$ cat config.mk
export PLATFORM = sky130hd
export DESIGN_NAME = mc_unified_mem
export DESIGN_NICKNAME = d
export VERILOG_FILES = /design/src/rtl/mc_unified_mem.sv
export SDC_FILE = /design/constraint.sdc
export NUM_CORES = 2
export LEC_CHECK = 0
export ABC_CLOCK_PERIOD_IN_PS = 7400
export CAP_MARGIN = 25
export CORE_ASPECT_RATIO = 0.75
export CORE_MARGIN = 3
export CORE_UTILIZATION = 30
export DETAILED_ROUTE_END_ITERATION = 8
export GPL_ROUTABILITY_DRIVEN = 1
export PLACE_DENSITY = 0.56
export SETUP_SLACK_MARGIN = 0.15
export SYNTH_ARGS = -nofsm -noshare
export SYNTH_HDL_FRONTEND = slang
export SYNTH_SLANG_ARGS = --single-unit
$ cat constraint.sdc
create_clock -name clk -period 7.4 [get_ports clk]
set_input_delay 1.48 -clock clk [delete_from_list [all_inputs] [get_ports clk]]
set_output_delay 1.48 -clock clk [all_outputs]
set_load 0.02 [all_outputs]
$ cat src/rtl/mc_unified_mem.sv
// Unified instruction/data memory for the multicycle MIPS core, with an instruction
// register, a boot-load stream that holds the core in reset, and a sticky access-fault flag.
module mc_unified_mem #(
    parameter int DEPTH     = 64,
    parameter bit SKIP_BOOT = 1'b0
) (
    input  logic        clk,
    input  logic        reset,
    input  logic [31:0] pc,
    input  logic [31:0] aluout,
    input  logic [31:0] writedata,
    input  logic        iord,
    input  logic        memwrite,
    input  logic        irwrite,
    output logic [31:0] readdata,
    output logic [31:0] instr,
    input  logic        boot_valid,
    input  logic [31:0] boot_data,
    input  logic        boot_last,
    output logic        boot_ready,
    output logic        cpu_rst,
    output logic        fault
);
    localparam int AW = $clog2(DEPTH);

    typedef enum logic {
        LOAD = 1'b0,
        RUN  = 1'b1
    } state_t;

    state_t        state;
    state_t        state_next;
    logic [AW-1:0] ptr;
    logic [31:0]   mem [DEPTH];

    logic [31:0]   addr;
    logic [AW-1:0] idx;
    logic          in_range;
    logic          aligned;
    logic          pc_ok;
    logic          boot_accept;
    logic          cpu_store;
    logic          store_fault;
    logic          fetch_fault;
    logic          ir_load;

    assign addr     = iord ? aluout : pc;
    assign idx      = addr[AW+1:2];
    assign in_range = (addr[31:AW+2] == '0);
    assign aligned  = (addr[1:0] == 2'b00);
    assign pc_ok    = (pc[31:AW+2] == '0) && (pc[1:0] == 2'b00);

    // Out-of-range reads return zero rather than an aliased word.
    assign readdata = in_range ? mem[idx] : '0;

    // NOTE: every signal driven here gets a default first so no path can infer a latch.
    always_comb begin
        state_next  = state;
        cpu_rst     = 1'b0;
        boot_ready  = 1'b0;
        boot_accept = 1'b0;
        cpu_store   = 1'b0;
        store_fault = 1'b0;
        fetch_fault = 1'b0;
        ir_load     = 1'b0;
        case (state)
            LOAD: begin
                cpu_rst     = 1'b1;
                boot_ready  = 1'b1;
                boot_accept = boot_valid;
                if (boot_valid && (boot_last || ptr == AW'(DEPTH - 1)))
                    state_next = RUN;
            end
            RUN: begin
                cpu_store   = memwrite && in_range && aligned;
                store_fault = memwrite && !(in_range && aligned);
                fetch_fault = irwrite && !pc_ok;
                ir_load     = irwrite;
            end
        endcase
    end

    // NOTE: sequential state uses non-blocking assignments so every register samples pre-edge values.
    always_ff @(posedge clk) begin
        if (reset) begin
            state <= SKIP_BOOT ? RUN : LOAD;
            ptr   <= '0;
            instr <= '0;
            fault <= 1'b0;
        end else begin
            state <= state_next;
            // The final-word transition to RUN makes an increment at DEPTH-1 unnecessary.
            if (boot_accept && ptr != AW'(DEPTH - 1))
                ptr <= ptr + AW'(1);
            if (ir_load)
                instr <= readdata;
            if (store_fault || fetch_fault)
                fault <= 1'b1;
        end
    end

    // NOTE: the memory array is deliberately not reset; contents survive reset and a plain RAM can be inferred.
    always_ff @(posedge clk) begin
        if (boot_accept)
            mem[ptr] <= boot_data;
        else if (cpu_store)
            mem[idx] <= writedata;
    end

endmodule

Word-level counts from Yosys, hierarchy flattened. Memory sizes are Yosys's and may differ from the RTL's. Cells that the tools add are included.

Equal/unequal tests: 2. $add $sub $neg: 1. Muxes and demuxes: 18. Reductions and logical operators: 17.

Operators with widths (number): two-way mux 32 bit (3); zero test 24 bit (2); OR reduction 32 bit (1); two-way mux 1 bit (14); logical AND 1 bit (8); adder 6 x 1 -> 6 bit (second input constant) (1); == test 6 bit (second input constant) (1); two-way mux 6 bit (1); inequality test 6 bit (second input constant) (1); zero test 2 bit (2); zero test 1 bit (2); logical OR 1 bit (2).

Bits in registers: 40. Memories: 1. Word-level logic and storage cells: 43. Bits in writable memories: 2048. Input bits: 135. Output and inout port bits: 67.

Memories: mem (words 64, bits a word 32, read ports 1, clocked after memory_dff 0, write ports 1, RTL line 34) `logic [31:0] mem [DEPTH];`.

Longest topological paths before layout.
Depth in word-level cells: 10. Depth in mapped cells: 13. Mapped depth without buffers: 7.

Worst setup path before layout. No wires, ideal clock.

Kind: input-to-reg. From: input port pc[21]. To: memory mem[0][0] (enable). Arrival: 5449 ps. Path buffers: 2. Library setup time: 461 ps. Stages on the path: 9. Setup slack: 1490 ps. Data required time: 6939 ps. Path through: nor4_1 nand4_1 o32ai_2 o2111a_1 buf_4 buf_4 o2bb2ai_1 nand2_1 nor3_1.

Longest elaborated chain between the ends: 10. Elaborated cells between the ends (all ways): 11. Those cells by class: 7 x mux; 4 x reduce/logical.

Ends and longest elaborated chain: from (decl) (RTL line 9) `input logic [31:0] pc,`; two-way mux 32 bit * (RTL line 47) `assign addr = iord ? aluout : pc;`; zero test 24 bit * (RTL line 49) `assign in_range = (addr[31:AW+2] == '0);`; logical AND 1 bit * (2 in a row) (RTL line 75) `cpu_store = memwrite && in_range && aligned;`; two-way mux 1 bit * (RTL line 66) `case (state)`; two-way mux 1 bit * (RTL line 106) `else if (cpu_store)`; two-way mux 1 bit * (RTL line 104) `if (boot_accept)`; two-way mux 1 bit (not written as such) * (RTL line 107) `mem[idx] <= writedata;`; OR reduction 32 bit (no line); two-way mux 6 bit (no line) or two-way mux 1 bit (tied branches); to (decl) (RTL line 34).

Every way passes the cells marked *; elsewhere a longest branch is shown, timed or not.

Final worst setup path.
From: input port iord. To: output port readdata[2].

Longest elaborated chain between the ends: 3. Elaborated cells between the ends (all ways): 4. Those cells by class: 2 x mux; 1 x reduce/logical; 1 x memory.

Ends and longest elaborated chain: from (decl) (RTL line 12) `input logic iord,`; two-way mux 32 bit * (RTL line 47); memory read (64 x 32 bit) or zero test 24 bit (tied branches); two-way mux 32 bit * (RTL line 54) `assign readdata = in_range ? mem[idx] : '0;`; to (decl) (RTL line 15) `output logic [31:0] readdata,`.

Marked as above.

==> results.json <==
{
  "run_status": "complete, no violations",
  "die-area_um2": 282000,
  "insertion_delay_ps": 930,
  "postRouteAntennaNets": 0,
  "grt_pass1_vias": 49900,
  "synthCells": 5755,
  "initial_utilization": 0.303,
  "synth_compound_area_frac": 0.0481,
  "vias": 51800,
  "cts_sinks": 2088,
  "period_minus_slack_ps": 7030,
  "powerDensity_nw_per_um2": 260,
  "wl_per_cell_um": 26.1,
  "synth_xor_area_frac": 0.000423,
  "wl_mm": 258,
  "cts_root_buf": "clkbuf_16",
  "arrival_ps": 5550,
  "die_x_um": 613,
  "syn_nets": 5891,
  "syn_area_um2": 82800,
  "fin_crit_sh": 0.950,
  "synth-simple-area-share": 0.121,
  "postCtsSetupRepairBufs": 0,
  "worstSetupEndpointType": "output port",
  "synth_cell_types": 65,
  "hold-worst-slack_ps": 502,
  "max_slew.worst_pin.slew_ps": 1130,
  "relSlewSlack": 0.245,
  "async_reset_ff_frac": 0,
  "power_w": 0.0254,
  "required_ps": 5920,
  "yosys_most_used_dff": "edfxtp_1",
  "layout_setup_ws_ps": 373,
  "place_inst": 9506,
  "synth_top_family_by_area": "simple AND/OR/NAND/NOR gates",
  "syn_to_final_growth_pct": 18.0,
  "vdd_drop_max_v": 0.000204,
  "ys_seq_elements": 2088,
  "grt_use_total": 0.178,
  "nets": 6247,
  "ys_top_cells_by_area": "edfxtp_1 (74%), nand2_1 (6.5%), nand3_1 (4.3%), mux2i_1 (3.5%), mux4_2 (1.4%)",
  "first_pass_iters": 5,
  "synth_top_cell_by_area": "edfxtp_1",
  "cts_max_level": 4,
  "dp_slack_ps": 438,
  "core_area_um2": 274000,
  "io_pins": 202,
  "hpwl_mm": 158,
  "place.gp.congestion": 0.843,
  "critPathLaunchType": "input pin",
  "grt_use_met1": 0.254,
  "drc": 0,
  "max_cap_viol_count": 0,
  "synth_edf_count": 2048,
  "use_met2": 0.280,
  "io_buffers": 201,
  "use_met3": 0.0286,
  "instances_no_fill": 9890,
  "synthTopCellsByCount": "edfxtp_1 (2048), nand2_1 (1433), nand3_1 (706)",
  "busiest_layer": "met2",
  "die_h_um": 461,
  "hold_violations": 0,
  "ys_seq_area_frac": 0.752,
  "fillers": 25900,
  "antenna_found_initial": 5,
  "numCtsBuffers": 214,
  "yosys_warnings": 0,
  "critPathMaxFanout": 20,
  "syn_area_per_cell_um2": 14.4,
  "synthAdderAreaFrac": 0.000151,
  "cts.path.max_buffers": 4,
  "synth_most_common_cell": "edfxtp_1",
  "rsz0062_at_grt": "false",
  "max_freq_mhz": 142,
  "synth_top_area_share": 0.743,
  "cts_hold_buf": 0,
  "tns_ps": 0,
  "setup-violations-final": 0,
  "drv_slew": 0,
  "synthMuxAreaShare": 0.0561,
  "critPathKind": "in2out",
  "num_rows": 166,
  "postCtsResizedCells": 0,
  "drive_gt1_frac": 0.130,
  "globalRoute.totalOverflow": 0,
  "fin_skew_ps": 102,
  "min_path_type": "reg2reg",
  "first_iter_violations": 6049,
  "viasPerCell": 5.24,
  "clkTransAtPathRegs_ps": 60,
  "cts_tree": "yes",
  "grt_max_degree": 87,
  "leakagePower_nw": 32.3,
  "grt_pass1_wl_mm": 367
}
-- state kept, by name, summed over array words and instances, names as in the netlist --
name	cells
state	1
mem	2048
fault	1
instr	32
ptr	6
-- cell families (layout without fill, tap and decap cells) --
family,count (synthesis),in the layout
other,0,3
muxes,390,390
adders and majority gates,1,1
buffers and inverters,372,892
AOI/OAI and AO/OA,540,540
and+or+nand+nor,2360,2360
xor gates and xnor gates,4,4
DFF,2088,2088
-- per-layer routing --
layer  vias up  wire length (um)  part of all wire
met5         -                 0                 0
met4         0              7670             0.030
met2      2271            119000              0.46
met1     26700            111000              0.43
met3       377             20400             0.079
li1      22500                 -                 -
-- report_power, final --
group | internal [W] | switching (W)
sequential | 0.0130 | 0.0000149
clock | 0.00587 | 0.00457
combinational | 0.000592 | 0.00132
-- worst paths after layout --
path	end	cells after the start	start	slack [ps]
min	instr[5]	2	instr[5]	500
min reg2reg	instr[5]	2	instr[5]	500
max	readdata[2]	10	iord	370
max reg2reg	mem[31][3]	6	state	3290
-- final cells by class --
class | instances | area, um2 | share of cell area
Antenna cell | 3 | 7.51 | 0.0000768
Clock inverter | 124 | 1010 | 0.0104
Multi-Input combinational cell | 3295 | 19200 | 0.197
Tap cell | 3612 | 4520 | 0.0462
Clock buffer | 256 | 5610 | 0.0574
Timing Repair Buffer | 509 | 5010 | 0.0513
Sequential cell | 2088 | 62300 | 0.638
Inverter | 3 | 11.3 | 0.000115
-- placed cells by master, fill, tap and decap left out, types with 14 or more instances in the layout --
cell and instances:
buf_12 59, clkinv_2 41, o21a_1 21, mux2i_1 289
nand3_1 706, clkdlybuf4s50_1 173, a31oi_1 78, clkbuf_16 215
a21oi_1 87, o221ai_1 32, nor2_1 68, o211ai_1 22
a221oi_1 45, nor2_4 52, bufinv_16 14, clkbuf_1 33
o21ai_0 32, buf_4 274, dfxtp_1 40, a211oi_1 27
nor3_2 18, nand2_1 1433, mux2_2 39, mux4_2 53
edfxtp_1 2048, a221o_1 19, o2111ai_1 43, nor4_1 29
clkinv_1 53, nand4_1 21, a32oi_1 64
-- critical path: stages --
cell	delay [ps]
clkdlybuf4s50_1	510
buf_12	210
mux2_4	420
nor2_4	800
buf_4	420
nand3_1	150
a31oi_1	190
o221ai_1	530
a221o_1	590
buf_4	200
-- through the flow --
step                utilization  instance area (um2)
global placement          0.332                91000
detailed placement        0.333                91100
global route              0.357                97700
CTS                       0.357                97700
floorplan                     -                82800
finish                    0.357                97700
Note: power is estimated with default switching activity, not from simulation.
